<file path="config.mk">
export PLATFORM = sky130hd
export DESIGN_NAME = wb_stage_p
export DESIGN_NICKNAME = d
export VERILOG_FILES = /design/src/rtl/wb_pkg.sv /design/src/rtl/load_ext.sv /design/src/rtl/wb_stage_p.sv
export SDC_FILE = /design/constraint.sdc
export NUM_CORES = 1
export LEC_CHECK = 0
export BUFFER_PORTS_ARGS = -buffer_cell sky130_fd_sc_hd__clkbuf_2
export CORE_ASPECT_RATIO = 0.7
export CORE_MARGIN = 5
export CORE_UTILIZATION = 35
export DETAILED_ROUTE_END_ITERATION = 8
export PLACE_DENSITY_LB_ADDON = 0.3
export SYNTH_ARGS = -nofsm -noshare
export SYNTH_HDL_FRONTEND = slang
export SYNTH_SLANG_ARGS = --single-unit
</file>
<file path="constraint.sdc">
create_clock -name clk -period 3 [get_ports clk]
set_clock_uncertainty 0.1 [all_clocks]
set_input_delay 0.3 -clock clk [delete_from_list [all_inputs] [get_ports clk]]
set_output_delay 0.3 -clock clk [all_outputs]
set_load 0.05 [all_outputs]
</file>
<file path="src/rtl/wb_pkg.sv">
// Shared encodings for the writeback stage: write-data sources, destination
// selects and load types.
package wb_pkg;

    // Write-data source select
    localparam logic [1:0] WD_DM   = 2'd0;
    localparam logic [1:0] WD_ALU  = 2'd1;
    localparam logic [1:0] WD_LINK = 2'd2;
    localparam logic [1:0] WD_HILO = 2'd3;

    // Destination register select (encodings 2 and 3 both mean $31)
    localparam logic [1:0] A3_RT = 2'd0;
    localparam logic [1:0] A3_RD = 2'd1;
    localparam logic [1:0] A3_RA = 2'd2;

    // Load types; any code above LD_HU behaves as a full-word load
    localparam logic [2:0] LD_W  = 3'd0;
    localparam logic [2:0] LD_B  = 3'd1;
    localparam logic [2:0] LD_BU = 3'd2;
    localparam logic [2:0] LD_H  = 3'd3;
    localparam logic [2:0] LD_HU = 3'd4;

    // Link register number
    localparam logic [4:0] RA_NUM = 5'd31;

endpackage

</file>
<file path="src/rtl/load_ext.sv">
// Load-data extension: picks a byte or halfword lane out of the raw memory
// word and sign- or zero-extends it to the datapath width.
module load_ext
    import wb_pkg::*;
#(
    parameter int DW = 32
) (
    input  logic [DW-1:0] raw_i,
    input  logic [2:0]    type_i,
    input  logic [1:0]    off_i,
    output logic [DW-1:0] ext_o
);

    logic [7:0]  lane_b_s;
    logic [15:0] lane_h_s;

    // Shifting instead of indexing keeps lane selection in range for any
    // legal DW; halfword lanes ignore the low offset bit on purpose, so a
    // misaligned halfword silently reads the enclosing aligned halfword.
    assign lane_b_s = 8'(raw_i >> {off_i, 3'b000});
    assign lane_h_s = 16'(raw_i >> {off_i[1], 4'b0000});

    // Extend the selected lane according to the load type
    always_comb begin
        ext_o = raw_i;
        case (type_i)
            LD_B:    ext_o = {{(DW-8){lane_b_s[7]}}, lane_b_s};
            LD_BU:   ext_o = {{(DW-8){1'b0}}, lane_b_s};
            LD_H:    ext_o = {{(DW-16){lane_h_s[15]}}, lane_h_s};
            LD_HU:   ext_o = {{(DW-16){1'b0}}, lane_h_s};
            default: ext_o = raw_i;
        endcase
    end

endmodule

</file>
<file path="src/rtl/wb_stage_p.sv">
// Writeback stage: M->W pipeline register with stall/flush, write-data and
// destination selection, register-file write port and a retired counter.
// The write port outputs depend only on the W registers.
module wb_stage_p
    import wb_pkg::*;
#(
    parameter int DW       = 32,
    parameter int AW       = 5,
    parameter int LINK_OFF = 8,
    parameter int CNT_W    = 32
) (
    input  logic             clk,
    input  logic             reset,
    input  logic             stall,
    input  logic             flush,
    input  logic             m_valid,
    input  logic [DW-1:0]    m_pc,
    input  logic [31:0]      m_instr,
    input  logic [DW-1:0]    m_alu,
    input  logic [DW-1:0]    m_dm,
    input  logic [DW-1:0]    m_hilo,
    input  logic [1:0]       m_wd_sel,
    input  logic [1:0]       m_a3_sel,
    input  logic             m_regwrite,
    input  logic [2:0]       m_load_type,
    input  logic [1:0]       m_byte_off,
    output logic             w_valid,
    output logic [DW-1:0]    w_pc,
    output logic             w_we,
    output logic [AW-1:0]    w_addr,
    output logic [DW-1:0]    w_wd,
    output logic [CNT_W-1:0] retired_cnt
);

    // W pipeline register, next state and current state
    logic             valid_d,     valid_q;
    logic [DW-1:0]    pc_d,        pc_q;
    logic [4:0]       rt_d,        rt_q;
    logic [4:0]       rd_d,        rd_q;
    logic [DW-1:0]    alu_d,       alu_q;
    logic [DW-1:0]    dm_d,        dm_q;
    logic [DW-1:0]    hilo_d,      hilo_q;
    logic [1:0]       wd_sel_d,    wd_sel_q;
    logic [1:0]       a3_sel_d,    a3_sel_q;
    logic             regwrite_d,  regwrite_q;
    logic [2:0]       load_type_d, load_type_q;
    logic [1:0]       byte_off_d,  byte_off_q;
    logic [CNT_W-1:0] cnt_d,       cnt_q;

    logic [DW-1:0]    ld_ext_s;

    // Only the register-number fields of the instruction are needed here
    logic             unused_instr_s;
    assign unused_instr_s = ^{m_instr[31:21], m_instr[10:0]};

    // Next state: flush inserts a zeroed bubble, stall holds, otherwise capture
    always_comb begin
        valid_d     = valid_q;
        pc_d        = pc_q;
        rt_d        = rt_q;
        rd_d        = rd_q;
        alu_d       = alu_q;
        dm_d        = dm_q;
        hilo_d      = hilo_q;
        wd_sel_d    = wd_sel_q;
        a3_sel_d    = a3_sel_q;
        regwrite_d  = regwrite_q;
        load_type_d = load_type_q;
        byte_off_d  = byte_off_q;
        cnt_d       = cnt_q;
        if (flush) begin
            valid_d     = 1'b0;
            pc_d        = {DW{1'b0}};
            rt_d        = 5'd0;
            rd_d        = 5'd0;
            alu_d       = {DW{1'b0}};
            dm_d        = {DW{1'b0}};
            hilo_d      = {DW{1'b0}};
            wd_sel_d    = WD_DM;
            a3_sel_d    = A3_RT;
            regwrite_d  = 1'b0;
            load_type_d = LD_W;
            byte_off_d  = 2'd0;
        end else if (stall) begin
            valid_d = valid_q;
        end else begin
            valid_d     = m_valid;
            pc_d        = m_pc;
            rt_d        = m_instr[20:16];
            rd_d        = m_instr[15:11];
            alu_d       = m_alu;
            dm_d        = m_dm;
            hilo_d      = m_hilo;
            wd_sel_d    = m_wd_sel;
            a3_sel_d    = m_a3_sel;
            // A bubble never writes, whatever its decoded control says
            regwrite_d  = m_regwrite & m_valid;
            load_type_d = m_load_type;
            byte_off_d  = m_byte_off;
            if (m_valid) begin
                cnt_d = cnt_q + CNT_W'(1'b1);
            end else begin
                cnt_d = cnt_q;
            end
        end
    end

    // State registers with synchronous reset taking priority over everything
    always_ff @(posedge clk) begin
        if (reset) begin
            valid_q     <= 1'b0;
            pc_q        <= {DW{1'b0}};
            rt_q        <= 5'd0;
            rd_q        <= 5'd0;
            alu_q       <= {DW{1'b0}};
            dm_q        <= {DW{1'b0}};
            hilo_q      <= {DW{1'b0}};
            wd_sel_q    <= WD_DM;
            a3_sel_q    <= A3_RT;
            regwrite_q  <= 1'b0;
            load_type_q <= LD_W;
            byte_off_q  <= 2'd0;
            cnt_q       <= {CNT_W{1'b0}};
        end else begin
            valid_q     <= valid_d;
            pc_q        <= pc_d;
            rt_q        <= rt_d;
            rd_q        <= rd_d;
            alu_q       <= alu_d;
            dm_q        <= dm_d;
            hilo_q      <= hilo_d;
            wd_sel_q    <= wd_sel_d;
            a3_sel_q    <= a3_sel_d;
            regwrite_q  <= regwrite_d;
            load_type_q <= load_type_d;
            byte_off_q  <= byte_off_d;
            cnt_q       <= cnt_d;
        end
    end

    load_ext #(.DW(DW)) u_load_ext (
        .raw_i  (dm_q),
        .type_i (load_type_q),
        .off_i  (byte_off_q),
        .ext_o  (ld_ext_s)
    );

    // Destination register from the stored instruction fields
    always_comb begin
        w_addr = AW'(RA_NUM);
        case (a3_sel_q)
            A3_RT:   w_addr = AW'(rt_q);
            A3_RD:   w_addr = AW'(rd_q);
            default: w_addr = AW'(RA_NUM);
        endcase
    end

    // Write-data source mux; link address wraps at the datapath width
    always_comb begin
        w_wd = ld_ext_s;
        case (wd_sel_q)
            WD_DM:   w_wd = ld_ext_s;
            WD_ALU:  w_wd = alu_q;
            WD_LINK: w_wd = pc_q + DW'(LINK_OFF);
            WD_HILO: w_wd = hilo_q;
            default: w_wd = ld_ext_s;
        endcase
    end

    // Writes to $0 are dropped here; the instruction still retires. Held
    // during stall so the same write repeats harmlessly.
    assign w_we        = valid_q & regwrite_q & (w_addr != {AW{1'b0}});
    assign w_valid     = valid_q;
    assign w_pc        = pc_q;
    assign retired_cnt = cnt_q;

endmodule

</file>
---- Word-level counts from Yosys, hierarchy flattened ----
Cells that the tools add are included.
word-level totals
  bits in registers ....................... 181
  latch bits .............................. 0
  memory bits (writable) .................. 0
  ROM bits ................................ 0
  input port bits ......................... 175
  output and inout port bits .............. 103
  word-level logic and storage cells ...... 38
  memories kept ........................... 0
operators by class
  add/sub/neg operators ................... 2
  $mul .................................... 0
  divide/modulo/power cells ............... 0
  magnitude comparators ................... 0
  equality and inequality tests ........... 8
  shift-type cells ........................ 2
  multiplexer cells ....................... 3
  bitwise operators ....................... 5
  reductions and logical operators ........ 5
operator list
  kind                     count
  $pmux W32 S4             2
  $add A32 B1 Y32 const B  1
  $add A32 B4 Y32 const B  1
  $shr A32 B5 Y16          1
  $shr A32 B5 Y8           1
  $pmux W5 S2              1
  $eq A3 B2 Y1 const B     2
  $reduce_bool A5 Y1       1
  $eq A2 B1 Y1 const B     2
  $eq A2 B2 Y1 const B     2
  $logic_not A2 Y1         2
  $and A1 B1 Y1            3
  $eq A3 B1 Y1 const B     1
  $eq A3 B3 Y1 const B     1
  $reduce_and A3 Y1        1
  $not A1 Y1               2
  $reduce_or A2 Y1         1

---- Logic depth before layout (Yosys ltp) ----
  depth in word-level cells ............... 4
  gate-level depth with buffers ........... 8
  mapped depth without buffers ............ 6

---- Modules after synthesis ----
From an unflattened synthesis, not the netlist that was laid out.
second synthesis, totals
  cell total of the unflattened synthesis .. 926
  area total of the unflattened synthesis .. 9,077.5 sq um
modules (own cells, without submodules)
  module      times used  cells an instance  area each (sq um)  seq. area each (sq um)
  wb_stage_p  1           801                8,152.8            3,623.5
  load_ext    1           125                924.6              0.0

---- Worst setup path before layout ----
No wires, ideal clock.
  kind .................................... reg2out
  start point ............................. register pc_q[3] (netlist: w_pc[3])
  end point ............................... output port w_wd[31]
  arrival ................................. 3.140 ns
  data required time ...................... 2.600 ns
  slack ................................... -0.540 ns
  cell stages (with the launch flop) ...... 8
  buffers on the path ..................... 1
  cells stage by stage .................... dfxtp_1 > ha_1 > and3_1 > and4_1 > clkbuf_1 > nand4_1 > xor2_1 > a221oi_1
on the way
  longest elaborated chain between the ends .. 2
ends and longest elaborated chain
  element                   RTL line           RTL
  start: declaration        wb_stage_p.sv:37   logic [DW-1:0] pc_d, pc_q;
  start signal: assignment  wb_stage_p.sv:112  pc_q <= {DW{1'b0}};
  start signal: assignment  wb_stage_p.sv:126  pc_q <= pc_d;
  $add A32 B4 Y32           wb_stage_p.sv:164  WD_LINK: w_wd = pc_q + DW'(LINK_OFF);
  $pmux W32 S4              wb_stage_p.sv:161  case (wd_sel_q)
  end: declaration          wb_stage_p.sv:31   output logic [DW-1:0] w_wd,
Every way passes these cells.

---- Worst setup path in the final report ----
  start point ............................. register pc_q[12] (netlist: w_pc[12])
  end point ............................... output port w_wd[26]
Same word-level chain as after synthesis.

==> results.py <==
metrics = {
    "clock_tree": {
        "numCtsBuffers": 17,
        "cts_tree": "built",
        "clockBufferDepth": 2,
        "htreeDepth": 4,
        "path_clk_slew_ns": 0.07,
        "clock_latency_ns": 0.44,
        "cts_sinks": 181,
        "postCtsSetupBuffers": 0,
        "clock-root-buffer": "clkbuf_16",
    },
    "detailed_routing": {
        "vias": 8797,
        "wl_per_cell_um": 18.8,
        "via_per_inst": 5.10,
        "firstDrtPassIters": 5,
        "first_iter_violations": 562,
        "drtAntennaViolNets": 0,
        "routed_wl_um": 32500,
        "drc": 0,
    },
    "synthesis": {
        "syn_area_per_cell_um2": 8.70,
        "synth_nets": 1205,
        "yosysUniqueCellTypes": 53,
        "async_flop_share_pct": 0,
        "ys_seq_area_share_pct": 40.5,
        "yosysMostFrequentCell": "nor2_1",
        "synth_top_area_cell": "dfxtp_1",
        "netlist_area_um2": 8940,
        "synth_area_leaders": "dfxtp_1 (41%), mux2i_1 (18%), nor2_1 (8.2%)",
        "synthTopCellsByCount": "nor2_1 (195), dfxtp_1 (181), mux2i_1 (162)",
        "synth_ff_type": "dfxtp_1",
        "ys_warn_count": 0,
        "synth_top_area_share_pct": 40.5,
        "synth_edf_count": 0,
        "ys_seq_elements": 181,
        "postSynthCellCount": 1028,
    },
    "pwr": {
        "seq_power_share_pct": 43.8,
        "power_frac_comb_pct": 16.9,
        "leakage_nw": 5.52,
        "switching_share_pct": 29.9,
        "intPower_mw": 4.07,
        "peakVddDrop_mv": 0.398,
        "power.density_nw_per_um2": 456,
        "p_clk_share_pct": 39.3,
        "switchingPower_mw": 1.73,
    },
    "global_routing": {
        "antenna_found_initial": 0,
        "gr-total-overflow": 0,
        "grt_pass1_wl_um": 50100,
        "grt_pass1_vias": 8585,
        "grt_max_degree": 59,
        "grt_util_all_layers_pct": 22.1,
    },
    "setup_path": {
        "crit_type": "register to primary output",
        "cp.required_ns": 2.60,
        "crit_cells": 6,
        "worstPathBufferInverterCount": 1,
        "reg2reg_from": "retired_cnt[0]",
        "reg2reg_slack_ns": 0.69,
        "worst_setup_path_end_kind": "primary output",
        "slowest_delay_ns": 0.55,
        "arrival_ns": 2.52,
        "path_cells": "and3_2 > and3_1 > a31oi_1 > o21ai_0 > a21oi_1 > clkbuf_2",
        "startpoint_type": "register",
        "critPathLaunch": "w_pc[12]",
        "crit_family": "compound AO/OA/AOI/OAI gates",
        "cp_max_fo": 7,
        "critPathSlowestCell": "o21ai_0",
        "reg2reg_depth": 5,
    },
    "floorplan": {
        "placementRows": 48,
        "fp.dieArea_um2": 28900,
        "die_h_um": 144,
        "initial_utilization_pct": 35.9,
        "die_w_um": 201,
        "boundaryPins": 278,
        "core_area_um2": 24900,
    },
    "finish": {
        "syn_to_final_growth_pct": 42.1,
        "n_antenna_cell": 0,
        "drive_above_1_share_pct": 28.8,
        "nets": 1564,
        "final_area_um2": 12700,
        "fillers": 2358,
    },
    "min_path": {
        "hold_depth": 3,
        "min_from": "m_wd_sel[0]",
        "worst_hold_path_type": "input port to register",
    },
    "sta": {
        "relSlewSlack_pct": 33.6,
        "hold_viol": 0,
        "fin_setup_tns_ns": 0,
        "fmax_mhz": 343,
        "setup_viol": 0,
        "period_share_pct": 97.2,
        "slew_violations": 0,
        "finalCriticalPeriod_ns": 2.92,
        "tightestPinTransition_ns": 0.997,
        "rsz0062_at_grt": "false",
    },
    "run": {
        "maxCapViolCount": 0,
    },
    "place": {
        "placed_cell_area_um2": 10900,
        "portBuffers": 255,
        "place_congestion": 0.908,
        "hpwl_um": 24300,
    },
    "run_status": {
        "outcome": "finished, final reports clean",
    },
}
## timing repair
action	in CTS	in global routing
endpoints found under the hold margin	113	1
gates cloned	0	0
gates resized for setup	11	39
setup endpoints to repair	18	29
hold buffers	113	1
## cell type report
type                            instances  area, um^2  area share (%)
Multi-Input combinational cell        761        5210            41.0
Clock buffer                           17         425            3.35
Clock inverter                         15         161            1.27
Tap cell                              325         407            3.20
Timing Repair Buffer                  411        2810            22.1
Sequential cell                       181        3640            28.7
Inverter                               15        56.3           0.443
## power by group through the flow
stage	clock [mW]	sequential, mW	combinational (mW)
global route	2.44	2.55	1.05
detailed placement	0	2.59	0.844
global placement	0	2.59	0.841
CTS	2.34	2.53	0.972
floorplan	0	2.62	0.512
finish	2.28	2.54	0.982
## metrics by stage
stage	utilization [%]	cells	hold WS (ns)	setup WS (ns)	power, mW
floorplan	-	1028	0.344	0.0278	3.13
global placement	43.6	1579	0.369	0.275	3.43
detailed placement	43.6	1579	0.377	0.194	3.43
CTS	50.6	1724	0.000129	0.00566	5.84
global route	51.0	1725	0.00277	0.00303	6.04
finish	51.0	1725	0.0102	0.0842	5.80
## layout by cell type, fill, tap and decap left out, types with 5 or more instances in the layout
master and instances:
clkbuf_2 243, nor2_1 194, dfxtp_1 166, mux2i_1 162, dlygate4sd3_1 114, nand2_1 48, a21oi_1 45, o21ai_0 42
buf_4 42, nand3_1 24, xnor2_1 22, xor2_1 21, nand4_1 19, clkbuf_16 17, inv_1 15, dfxtp_2 15
a31oi_1 13, and2_1 9, nor2b_1 9, a221oi_2 9, or3_1 9, and3_1 8, a22oi_1 8, nor4_1 8
a221oi_1 7, or2_2 7, nor3_1 7, and4_1 6, mux2_2 6, nor4b_1 6, a211oi_2 5, a211o_1 5
or4_1 5, inv_6 5, clkbuf_4 5
## per-layer routing
| layer | routed length [um] | up-vias | track usage, % | share of wire [%] |
|---|---|---|---|---|
| met5 | 0 | - | 0 | 0 |
| met4 | 388 | 0 | 4.81 | 1.2 |
| met3 | 2010 | 25 | 4.60 | 6.2 |
| met2 | 13400 | 294 | 31.6 | 41 |
| met1 | 16600 | 4127 | 34.0 | 51 |
| li1 | - | 4351 | - | - |
## cells by family after synthesis
family / synth area share, %
buffers and inverters: 3.79
and+or+nand+nor: 21.0
muxes: 19.1
AOI/OAI and AO/OA: 11.0
DFF: 40.5
adders and majority gates: 0.280
xor gates and xnor gates: 4.31
## final timing paths
kind	end
setup / recovery	w_wd[26]
hold / removal	wd_sel_q[0]
setup reg to reg	retired_cnt[14]
hold reg to reg	rt_q[4]
## registers in the layout (all words and copies together), names as in the netlist, 3 cells and up
signal       cells
alu_q           32
dm_q            32
hilo_q          32
retired_cnt     32
w_pc            32
rd_q             5
rt_q             5
load_type_q      3
## tightest hold or removal path: cells and delay by family
kind / cells / cell delay (ns)
buf+inv: 1 / 0.09
mux: 1 / 0.06
simple gates: 1 / 0.07
Note: power is estimated with default switching activity, not from simulation.
